## src/rtl/omsp_irq_dispatcher.sv

```systemverilog
// Interrupt dispatcher: latches IRQ/violation sources, arbitrates, runs the vector-fetch handshake.
// Optional dispatch-latency monitor enabled by defining SANCUS_IRQ_LAT_MON_EN.
module omsp_irq_dispatcher #(
    parameter int NR_IRQ    = 14,
    parameter int NUM_W     = $clog2(NR_IRQ + 1),
    parameter int FETCH_TMO = 15,
    parameter int CNT_W     = 16
) (
    input  logic              mclk,
    input  logic              puc_rst_n,
    input  logic [NR_IRQ-1:0] irq_in,
    input  logic              gie,
    input  logic              atom_violation,
    input  logic              inst_boundary,
    input  logic              vec_ack,
    output logic              irq_detect,
    output logic [NUM_W-1:0]  irq_num,
    output logic [NR_IRQ-1:0] irq_acc,
    output logic              fetch_err,
    output logic [CNT_W-1:0]  irq_lat_max
);

    localparam int WD_W = $clog2(FETCH_TMO + 1);

    typedef enum logic [1:0] {
        S_IDLE,
        S_DETECT,
        S_FETCH,
        S_ACK
    } state_t;

    state_t            r_state;
    logic [WD_W-1:0]   r_wdog;
    logic              r_viol_pend;
    logic              r_irq_detect;
    logic              r_fetch_err;
    logic [NUM_W-1:0]  r_irq_num;
    logic [NR_IRQ-1:0] r_irq_acc;

    logic [NUM_W-1:0]  w_hi_idx;
    logic              w_any_irq;
    logic [NR_IRQ-1:0] w_acc_mask;
    logic [WD_W-1:0]   w_wdog_nxt;
    logic              w_tmo;
    logic              w_viol_served;
    logic              w_accept_viol;
    logic              w_accept_irq;
    logic              w_accept;
    logic              w_abort;

    // Highest set index wins: later loop iterations override earlier ones.
    always_comb begin
        w_hi_idx = '0;
        for (int i = 0; i < NR_IRQ; i++) begin
            if (irq_in[i]) begin
                w_hi_idx = NUM_W'(i);
            end
        end
    end

    always_comb begin
        w_acc_mask = '0;
        for (int i = 0; i < NR_IRQ; i++) begin
            w_acc_mask[i] = (r_irq_num == NUM_W'(i));
        end
    end

    assign w_any_irq     = |irq_in;
    assign w_viol_served = (r_irq_num == NUM_W'(NR_IRQ));
    assign w_wdog_nxt    = r_wdog + WD_W'(1);
    assign w_tmo         = (w_wdog_nxt == WD_W'(FETCH_TMO));

    assign w_accept_viol = (r_state == S_IDLE) && r_viol_pend && inst_boundary;
    assign w_accept_irq  = (r_state == S_IDLE) && !r_viol_pend && gie
                           && inst_boundary && w_any_irq;
    assign w_accept      = w_accept_viol || w_accept_irq;
    assign w_abort       = (r_state == S_FETCH) && !vec_ack && w_tmo;

    // A fresh violation always outranks clearing the served one.
    always_ff @(posedge mclk or negedge puc_rst_n) begin
        if (!puc_rst_n) begin
            r_viol_pend <= 1'b0;
        end else if (atom_violation) begin
            r_viol_pend <= 1'b1;
        end else if (((r_state == S_ACK) || w_abort) && w_viol_served) begin
            r_viol_pend <= 1'b0;
        end
    end

    always_ff @(posedge mclk or negedge puc_rst_n) begin
        if (!puc_rst_n) begin
            r_state      <= S_IDLE;
            r_wdog       <= '0;
            r_irq_num    <= '0;
            r_irq_detect <= 1'b0;
            r_irq_acc    <= '0;
            r_fetch_err  <= 1'b0;
        end else begin
            r_irq_detect <= 1'b0;
            r_irq_acc    <= '0;
            r_fetch_err  <= 1'b0;
            unique case (r_state)
                S_IDLE: begin
                    if (w_accept_viol) begin
                        r_irq_num    <= NUM_W'(NR_IRQ);
                        r_irq_detect <= 1'b1;
                        r_state      <= S_DETECT;
                    end else if (w_accept_irq) begin
                        r_irq_num    <= w_hi_idx;
                        r_irq_detect <= 1'b1;
                        r_state      <= S_DETECT;
                    end
                end
                S_DETECT: begin
                    r_wdog  <= '0;
                    r_state <= S_FETCH;
                end
                S_FETCH: begin
                    if (vec_ack) begin
                        r_irq_acc <= w_acc_mask;
                        r_state   <= S_ACK;
                    end else begin
                        r_wdog <= w_wdog_nxt;
                        if (w_tmo) begin
                            r_fetch_err <= 1'b1;
                            r_state     <= S_IDLE;
                        end
                    end
                end
                S_ACK: begin
                    r_state <= S_IDLE;
                end
                default: begin
                    r_state <= S_IDLE;
                end
            endcase
        end
    end

    assign irq_detect = r_irq_detect;
    assign irq_num    = r_irq_num;
    assign irq_acc    = r_irq_acc;
    assign fetch_err  = r_fetch_err;

`ifdef SANCUS_IRQ_LAT_MON_EN
    logic [CNT_W-1:0] r_lat_cnt;
    logic [CNT_W-1:0] r_lat_max;

    always_ff @(posedge mclk or negedge puc_rst_n) begin
        if (!puc_rst_n) begin
            r_lat_cnt <= '0;
            r_lat_max <= '0;
        end else if (w_accept) begin
            if (r_lat_cnt > r_lat_max) begin
                r_lat_max <= r_lat_cnt;
            end
            r_lat_cnt <= '0;
        end else if ((r_state == S_IDLE) && (r_viol_pend || w_any_irq)
                     && (r_lat_cnt != '1)) begin
            r_lat_cnt <= r_lat_cnt + CNT_W'(1);
        end
    end

    assign irq_lat_max = r_lat_max;
`else
    assign irq_lat_max = '0;
`endif

endmodule

```

## config.mk

```make
export PLATFORM = sky130hd
export DESIGN_NAME = omsp_irq_dispatcher
export DESIGN_NICKNAME = d
export VERILOG_FILES = /design/src/rtl/omsp_irq_dispatcher.sv
export SDC_FILE = /design/constraint.sdc
export NUM_CORES = 1
export LEC_CHECK = 0
export ABC_AREA = 1
export CAP_MARGIN = 20
export CORE_AREA = 2 2 55 83
export DETAILED_ROUTE_END_ITERATION = 8
export DIE_AREA = 0 0 57 85
export DONT_BUFFER_PORTS = 1
export HOLD_SLACK_MARGIN = 0.06
export PLACE_DENSITY = 0.57
export SLEW_MARGIN = 20
export SYNTH_ARGS = -nofsm -noshare
export SYNTH_HDL_FRONTEND = slang
export SYNTH_SLANG_ARGS = --single-unit
```

## constraint.sdc

```tcl
create_clock -name mclk -period 4.1 [get_ports mclk]
set_input_delay 1.025 -clock mclk [delete_from_list [all_inputs] [get_ports mclk]]
set_output_delay 1.025 -clock mclk [all_outputs]
set_load 0.05 [all_outputs]
```

==> impl_metrics.toml, run 1 <==
[run_status]
outcome = "finished clean"

[setup_path]
crit_end = "irq_num[2]"
cp_max_fo = 6
worstRegToRegCells = 5
cp.arrival_ps = 1020
cp-end-kind = "primary output"
cp.depth = 0
path_class = "flip-flop to primary output"
worst_setup_path_start_kind = "flip-flop"
rr_endpoint = "r_viol_pend"
worstReg2RegStart = "irq_num[1]"
critPathLaunch = "irq_num[2]"
rrSetupSlack_ps = 2670
critPathRequiredTime_ps = 3070

[power_and_ir_drop]
power.density_mw_per_mm2 = 545
leakage_uw = 0.000776
intPower_uw = 438
peakVddDrop_v = 0.000255
p_sw_uw = 343
p_clk_share_pct = 19.5
combPwrFrac_pct = 26.5
pwr-share-seq_pct = 54.0
switching_share_pct = 43.9

[clock_tree]
cts_root_buf = "clkbuf_8"
tritoncts = "done"
cts_resized = 0
holdBufCountCts = 0
path_clk_slew_ps = 90
cts_buffers = 3
cts-htree-levels = 1
cts_buffer_depth = 2
cts_sinks = 27
postCtsSetupBuffers = 0
worstSkewPairLatency_ps = 270

[synthesis]
netlist.area_leader.share_pct = 48.6
yosysSeqAreaShare_pct = 48.6
synth_ff_type = "dfrtp_1"
synth_top_area_cell = "dfrtp_1"
yosys_warnings = 0
synth_edf_count = 0
syn_inst = 168
synthTopCellsByArea = "dfrtp_1 (49%), buf_4 (8.6%), nand2_1 (8.4%)"
yosysMostFrequentCell = "nand2_1"
ys_top_cells_by_count = "nand2_1 (31), inv_1 (29), dfrtp_1 (27), nor2_1 (19), buf_4 (16)"
synthArstFlopShare_pct = 100
ys_ff_latch = 27
netlist_area_mm2 = 0.00139
syn_avg_cell_area_um2 = 8.27
synth_cell_types = 27

[global_routing]
grt_max_degree = 28
antenna_found_initial = 0
grt_pass1_vias = 909
grt_use_total_pct = 10.6
overflow = 0
grt_pass1_wl_mm = 3.96

[cells_and_area]
fin_nets = 194
diodes = 0
drive_above_1_share_pct = 9.36
multi_input_area_um2 = 528
n_fill_cell = 459
syn_to_final_growth_pct = 3.06
seq_area_um2 = 676

[floorplanning]
die_width_um = 57
fp-row-count = 29
pin_count = 56
initial_core_util_pct = 33.6
die-area_mm2 = 0.00485
die_h_um = 85
core_region_area_mm2 = 0.00414

[detailed_routing]
viasPerCell = 4.37
wl_per_cell_um = 10.5
dr_wl_met3_um = 158
routed_wl_mm = 2.27
top_layer_used = "met4"
m1WireLength_um = 936
drc = 0
first_iter_violations = 14
num_vias = 949
wl_met2_mm = 1.11
first_pass_iters = 4
antenna_left = 0

[place]
post-place-ws_ps = 2140
numPortBuffers = 0
dp_hpwl_mm = 1.88
gp_congestion = 0.749

[sta]
period_minus_slack_ps = 2040
tightest_slew_ps = 610
setup-tns-final_ps = 0
whs_ps = 435
slew_viol_final = 0
fin_skew_ps = 1.14
max_freq_ghz = 0.490
rsz0062_at_grt = "no"
period_share_pct = 49.8
maxSlewHeadroom_pct = 59.4
hold_viol = 0
finalSetupViolCount = 0
timing.final.ws_setup_ps = 2060

[flow_run]
drv_cap = 0

[hold_path]
hp-class = "input port to async pin"
==> how the worst min path moves through the flow <==
stage,start,endpoint,slack (ps),cells after the start
CTS,puc_rst_n,r_wdog[1],430,0
finish,puc_rst_n,r_wdog[0],430,0
detailed placement,r_viol_pend,r_viol_pend,480,2
floorplan,r_viol_pend,r_viol_pend,450,2
global placement,r_viol_pend,r_viol_pend,480,2
global route,puc_rst_n,r_state[0],410,0
==> logic make-up (layout without fill, tap and decap cells) <==
| family | count (synthesis) | count (layout) | synth area share, % |
|---|---|---|---|
| xor+xnor | 2 | 2 | 1.26 |
| compound gates | 13 | 13 | 4.86 |
| other cells | 1 | 16 | 0.270 |
| fa+ha+maj | 2 | 2 | 1.80 |
| flops | 27 | 27 | 48.6 |
| simple gates | 75 | 75 | 25.7 |
| buf+inv | 48 | 36 | 17.5 |
==> placed cells by master (no fill, tap or decap), types with 2 or more instances in the layout <==
cell | Yosys | layout
o21ai_0 | 6 | 6
o21ai_1 | 3 | 3
dfrtp_1 | 27 | 27
inv_1 | 29 | 29
inv_2 | 2 | 2
a21oi_1 | 2 | 2
clkbuf_8 | 0 | 3
nand2_1 | 31 | 31
nor3_1 | 3 | 3
nand3_1 | 11 | 11
conb_1 | 1 | 16
ha_1 | 2 | 2
nor2_1 | 19 | 19
nor2_2 | 3 | 3
==> metrics by stage <==
step,instances,total power (uW),instance area [um2],util (%)
2_1_floorplan,183,608,1450,-
3_3_place_gp,213,635,1380,33.5
3_5_place_dp,213,637,1380,33.5
4_1_cts,217,789,1430,34.6
5_1_grt,217,847,1430,34.6
6_report,217,781,1430,34.6
==> power by group through the flow <==
stage,Sequential [uW],Combinational (uW),Clock (uW)
4_1_cts,423,210,156
3_5_place_dp,428,209,0
3_3_place_gp,428,207,0
2_1_floorplan,415,193,0
5_1_grt,429,246,173
6_report,422,207,152
==> layout make-up <==
class | count | share of cell area, %
Sequential cell | 27 | 47.2
Multi-Input combinational cell | 108 | 36.9
Inverter | 32 | 8.56
Tap cell | 46 | 4.02
Clock buffer | 3 | 2.88
Clock inverter | 1 | 0.524
==> worst reg2reg max path, cell delays in order, from the launching register on <==
cell and delay (ps):
dfrtp_1 720, inv_1 120, nor2_1 160, nand3_1 100
o21ai_1 170, nand2_1 60
==> routing by layer <==
layer  up-vias  GRT usage [%]
met5         -              0
met4         0           6.34
met3         5           1.68
met2        43           18.7
met1       420           11.8
li1        481              -
==> registers in the layout, summed over array words and instances, names as in the netlist <==
register	flops
fetch_err	1
irq_acc	14
irq_detect	1
irq_num	4
r_state	2
r_viol_pend	1
r_wdog	4
Power figures use the tool's default switching activity.
==> inputs of run 2 (changes only) <==
- PLACE_DENSITY: 0.57 -> 0.59
- clock period: 4.1 -> 1.7 ns (I/O delays scaled with it)
==> run 2 against run 1 <==
Effect of this change: count of clock-buffer cells in the layout did not move; critical path type unchanged; register-to-register slack worse by 2400 ps; largest cell class unchanged; total power rose by 150%; clock power increased by 140%; first-iteration DRC count down 7.1%.
==> impl_metrics.toml, run 2 (same netlist as run 1, synthesis figures left out) <==
[global_routing]
use_met2_pct = 19.2
grt_use_total_pct = 11.3
grt_util_met1_pct = 12.5
grt_pass1_wl_mm = 4.26
overflow = 0
grt.busiest_layer = "met2"
antenna_found_initial = 0
grtUsageMet3_pct = 2.74
grt_pass1_vias = 985
grt_max_degree = 28

[floorplanning]
die_h_um = 85
core_region_area_mm2 = 0.00414
die-area_mm2 = 0.00485
fp-row-count = 29
die_width_um = 57
pin_count = 56
initial_core_util_pct = 33.6

[power_and_ir_drop]
finalPower_uw = 1930
power.density_mw_per_mm2 = 1300
peakVddDrop_v = 0.000488
leakage_uw = 0.000804

[cells_and_area]
finalNonFillerCells = 222
fin_nets = 199
diodes = 0
seq_area_um2 = 676
syn_to_final_growth_pct = 6.84
largest_register_ffs = 14
final_core_util_pct = 35.9
multi_input_area_um2 = 528
final_cell_mix = "nand2_1 (31), inv_1 (29), dfrtp_1 (27), nor2_1 (19), conb_1 (16)"
n_fill_cell = 470
final_common_cell = "nand2_1"
drive_above_1_share_pct = 11.4

[clock_tree]
cts_root_buf = "clkbuf_8"
tritoncts = "done"
postCtsSetupBuffers = 0
holdBufCountCts = 2
cts-htree-levels = 1
cts_sinks = 27
worstSkewPairLatency_ps = 270
cts_buffer_depth = 2
path_clk_slew_ps = 90
cts_buffers = 3
cts_resized = 0

[sta]
whs_ps = 280
hold_viol = 0
slew_viol_final = 0
max_freq_ghz = 0.694
fin_skew_ps = 3.80
period_minus_slack_ps = 1440
tightest_slew_ps = 614
setup-tns-final_ps = 0
maxSlewHeadroom_pct = 59.1
period_share_pct = 84.8
finalSetupViolCount = 0
rsz0062_at_grt = "no"

[detailed_routing]
first_pass_iters = 4
wl_per_cell_um = 11.1
antenna_left = 0
drc = 0
routed_wl_mm = 2.48
viasPerCell = 4.45
first_iter_violations = 13
num_vias = 989

[setup_path]
cp_max_fo = 6
critPathRequiredTime_ps = 1270
rr_endpoint = "r_viol_pend"
worst_setup_path_start_kind = "flip-flop"
critPathLaunch = "irq_num[2]"
cp.depth = 0
rrSetupSlack_ps = 280
path_class = "flip-flop to primary output"
cp.arrival_ps = 1020
cp-end-kind = "primary output"
crit_end = "irq_num[2]"
worstReg2RegStart = "r_wdog[0]"
worstRegToRegCells = 7

[place]
gp_congestion = 0.756
dp_cells = 216
numPortBuffers = 0
dp_hpwl_mm = 1.99

[hold_path]
hold_depth = 2
hp-class = "input port to flip-flop"

[run_status]
outcome = "finished clean"

[flow_run]
drv_cap = 0
## run 2: cell types whose count changed in the layout (fill, tap and decap cells not counted)
cell	previous run	this run
buf_12	0	1
buf_4	0	3
dlygate4sd3_1	0	1
## run 2: how the worst min path moves through the flow
stage                   to            from  slack (ps)
4_1_cts        r_viol_pend  atom_violation         280
2_1_floorplan    fetch_err       puc_rst_n         130
3_5_place_dp     r_wdog[0]       puc_rst_n         130
6_report       r_viol_pend  atom_violation         280
3_3_place_gp     r_wdog[0]       puc_rst_n         130
5_1_grt        r_viol_pend  atom_violation         260
## run 2: where the power goes
group          internal [uW]  switching [uW]  total, uW
Sequential               742             204        945
Clock                    166             195        361
Combinational            176             446        622
## run 2: metal layers
metal  vias up  wire length [um]
met5         -                 0
met3         2               241
met4         0                38
met1       446               943
li1        495                 -
met2        46              1250
## run 2: area by class of cell
class	instances	share of cell area, %
Inverter	32	8.26
Tap cell	46	3.88
Clock inverter	1	0.505
Timing Repair Buffer	5	3.54
Clock buffer	3	2.78
Multi-Input combinational cell	108	35.6
Sequential cell	27	45.5
## run 2: worst register-to-register path, delay by kind of cell (launching register included)
family	cells	cell delay, ps
AO/OA/AOI/OAI	2	170
flip-flops	1	410
AND/OR/NAND/NOR	3	400
adder cells (fa/ha/maj)	1	210
XOR/XNOR	1	130
## run 2: per-stage QoR
step	instance area [um2]	worst slack [ps]
6_report	1490	258
3_5_place_dp	1410	285
4_1_cts	1490	241
5_1_grt	1490	199
3_3_place_gp	1410	309
2_1_floorplan	1450	381
==> inputs of run 3 (changes only) <==
- clock period: 1.7 -> 1.22 ns (I/O delays scaled with it)
==> run 3 against run 2 <==
Effect of this change: the flow now finishes with violations (negative setup slack); combinational power up 140%; first-iteration DRC count unchanged; clock power up 43%; sequential power up 25%; routed wire length up 7.2%; global-route usage down 0.57 points; flip-flop and latch count unchanged; hold slack worse by 130 ps.
==> impl_metrics.toml, run 3 (same netlist as run 1, synthesis figures left out) <==
[cells_and_area]
final_common_cell = "nand2_1"
drive_above_1_share_pct = 38.5
diodes = 0
syn_to_final_growth_pct = 30.2
fin_nets = 223
largest_register_ffs = 14
n_fill_cell = 416
final_cell_mix = "nand2_1 (30), inv_1 (27), buf_4 (23), dfrtp_1 (18), conb_1 (16)"

[global_routing]
grt_pass1_vias = 1005
overflow = 0
grt_max_degree = 28
grt_use_total_pct = 10.7
antenna_found_initial = 0
grt_pass1_wl_mm = 4.11

[place]
dp_hpwl_mm = 1.99
numPortBuffers = 0
post-place-ws_ps = -171
gp_congestion = 0.735

[sta]
period_minus_slack_ps = 1410
fin_skew_ps = 2.21
timing.final.ws_setup_ps = -192
finalSetupViolCount = 13
period_share_pct = 116
setup-tns-final_ps = -577
hold_viol = 0
rsz0062_at_grt = "yes"
slew_viol_final = 0
max_freq_ghz = 0.708

[floorplanning]
core_region_area_mm2 = 0.00414
die-area_mm2 = 0.00485
initial_core_util_pct = 33.6
pin_count = 56
fp-row-count = 29
die_h_um = 85
die_width_um = 57

[clock_tree]
path_clk_slew_ps = 100
tritoncts = "done"
cts_root_buf = "clkbuf_8"
worstSkewPairLatency_ps = 270
cts-htree-levels = 1
cts_buffers = 3
cts_sinks = 27
cts_buffer_depth = 2

[detailed_routing]
viasPerCell = 4.35
antenna_left = 0
first_iter_violations = 13
routed_wl_mm = 2.65
wl_per_cell_um = 10.8
first_pass_iters = 4
drc = 0
num_vias = 1069

[power_and_ir_drop]
intPower_uw = 1790
combPwrFrac_pct = 46.9
pwr-share-seq_pct = 36.9
peakVddDrop_v = 0.00128
switching_share_pct = 43.8
leakage_uw = 0.000924
p_sw_uw = 1390
p_clk_share_pct = 16.2
power.density_mw_per_mm2 = 1760

[setup_path]
critPathRequiredTime_ps = 1390
critPathBufInv = 0
cp_slowest_cell = "dfrtp_1"
cp-end-kind = "flip-flop"
path_delay_family = "flip-flops"
cp.arrival_ps = 1580
worst_setup_path_start_kind = "flip-flop"
path_class = "flip-flop to flip-flop"
max_stage_delay_ps = 410
cp_max_fo = 3
crit_path_cell_trace = "ha_2, xnor2_1, nand3b_1, nor2_4, a21oi_1, o21ai_1, nand2_1"

[run_status]
outcome = "finished, violations left"
violations = "negative setup slack"

[hold_path]
hp-class = "input port to flip-flop"

[flow_run]
drv_cap = 0
==> run 3: cell count changes in the layout (fill, tap and decap cells not counted), moves of 3 or more <==
| cell | previous run | this run |
|---|---|---|
| nand3_1 | 11 | 7 |
| nor3_1 | 3 | 0 |
| dfrtp_1 | 27 | 18 |
| nor3_2 | 0 | 3 |
| nand3_4 | 0 | 3 |
| dfrtp_2 | 0 | 9 |
| nor2_2 | 3 | 12 |
| nor2_1 | 19 | 8 |
| buf_6 | 0 | 3 |
| buf_4 | 3 | 23 |
==> run 3: area by class of cell <==
class / count / area [um2] / share of cell area [%]
Sequential cell: 27 / 687 / 37.9
Multi-Input combinational cell: 108 / 638 / 35.2
Timing Repair Buffer: 29 / 256 / 14.2
Inverter: 32 / 123 / 6.77
Tap cell: 46 / 57.6 / 3.18
Clock buffer: 3 / 41.3 / 2.28
Clock inverter: 1 / 7.51 / 0.415
==> run 3: final timing paths <==
check	from	endpoint	slack, ps	cells past startpoint
max	r_wdog[0]	r_viol_pend	-190	7
min	atom_violation	r_viol_pend	150	2
max reg2reg	r_wdog[0]	r_viol_pend	-190	7
min reg2reg	r_viol_pend	r_viol_pend	550	2
max in group asynchronous	puc_rst_n	irq_acc[9]	600	2
min in group asynchronous	puc_rst_n	r_wdog[3]	450	2
==> run 3: routing by layer <==
metal	share of wire [%]	routed length, um	global-route usage [%]
met5	0	0	0
met2	54	1430	19.0
met3	6.6	175	1.52
met1	38	1010	12.3
met4	1.5	40	5.07
==> run 3: power by group through the flow <==
stage               combinational, uW  sequential [uW]  clock (uW)
floorplan                         648             1390           0
global placement                 1160             1170           0
detailed placement               1170             1170           0
CTS                              1250             1160         531
global route                     1620             1190         572
finish                           1490             1180         517
==> run 3: what timing repair did <==
action	4_1_cts	5_1_grt
endpoints found under the hold margin	27	0
resized for setup	8	35
hold buffers	2	0
pin swaps	1	4
setup endpoints to repair	14	32
setup buffers	1	3
==> run 3: metrics by stage <==
step	utilization (%)	instance area (um2)	total power, uW	hold WS, ps	instances
after floorplan	-	1450	2040	9.41	183
after global placement	37.6	1560	2330	9.90	236
after detailed placement	37.6	1560	2340	9.91	236
after CTS	40.3	1670	2940	151	243
after global routing	43.8	1810	3380	141	246
final	43.8	1810	3180	154	246
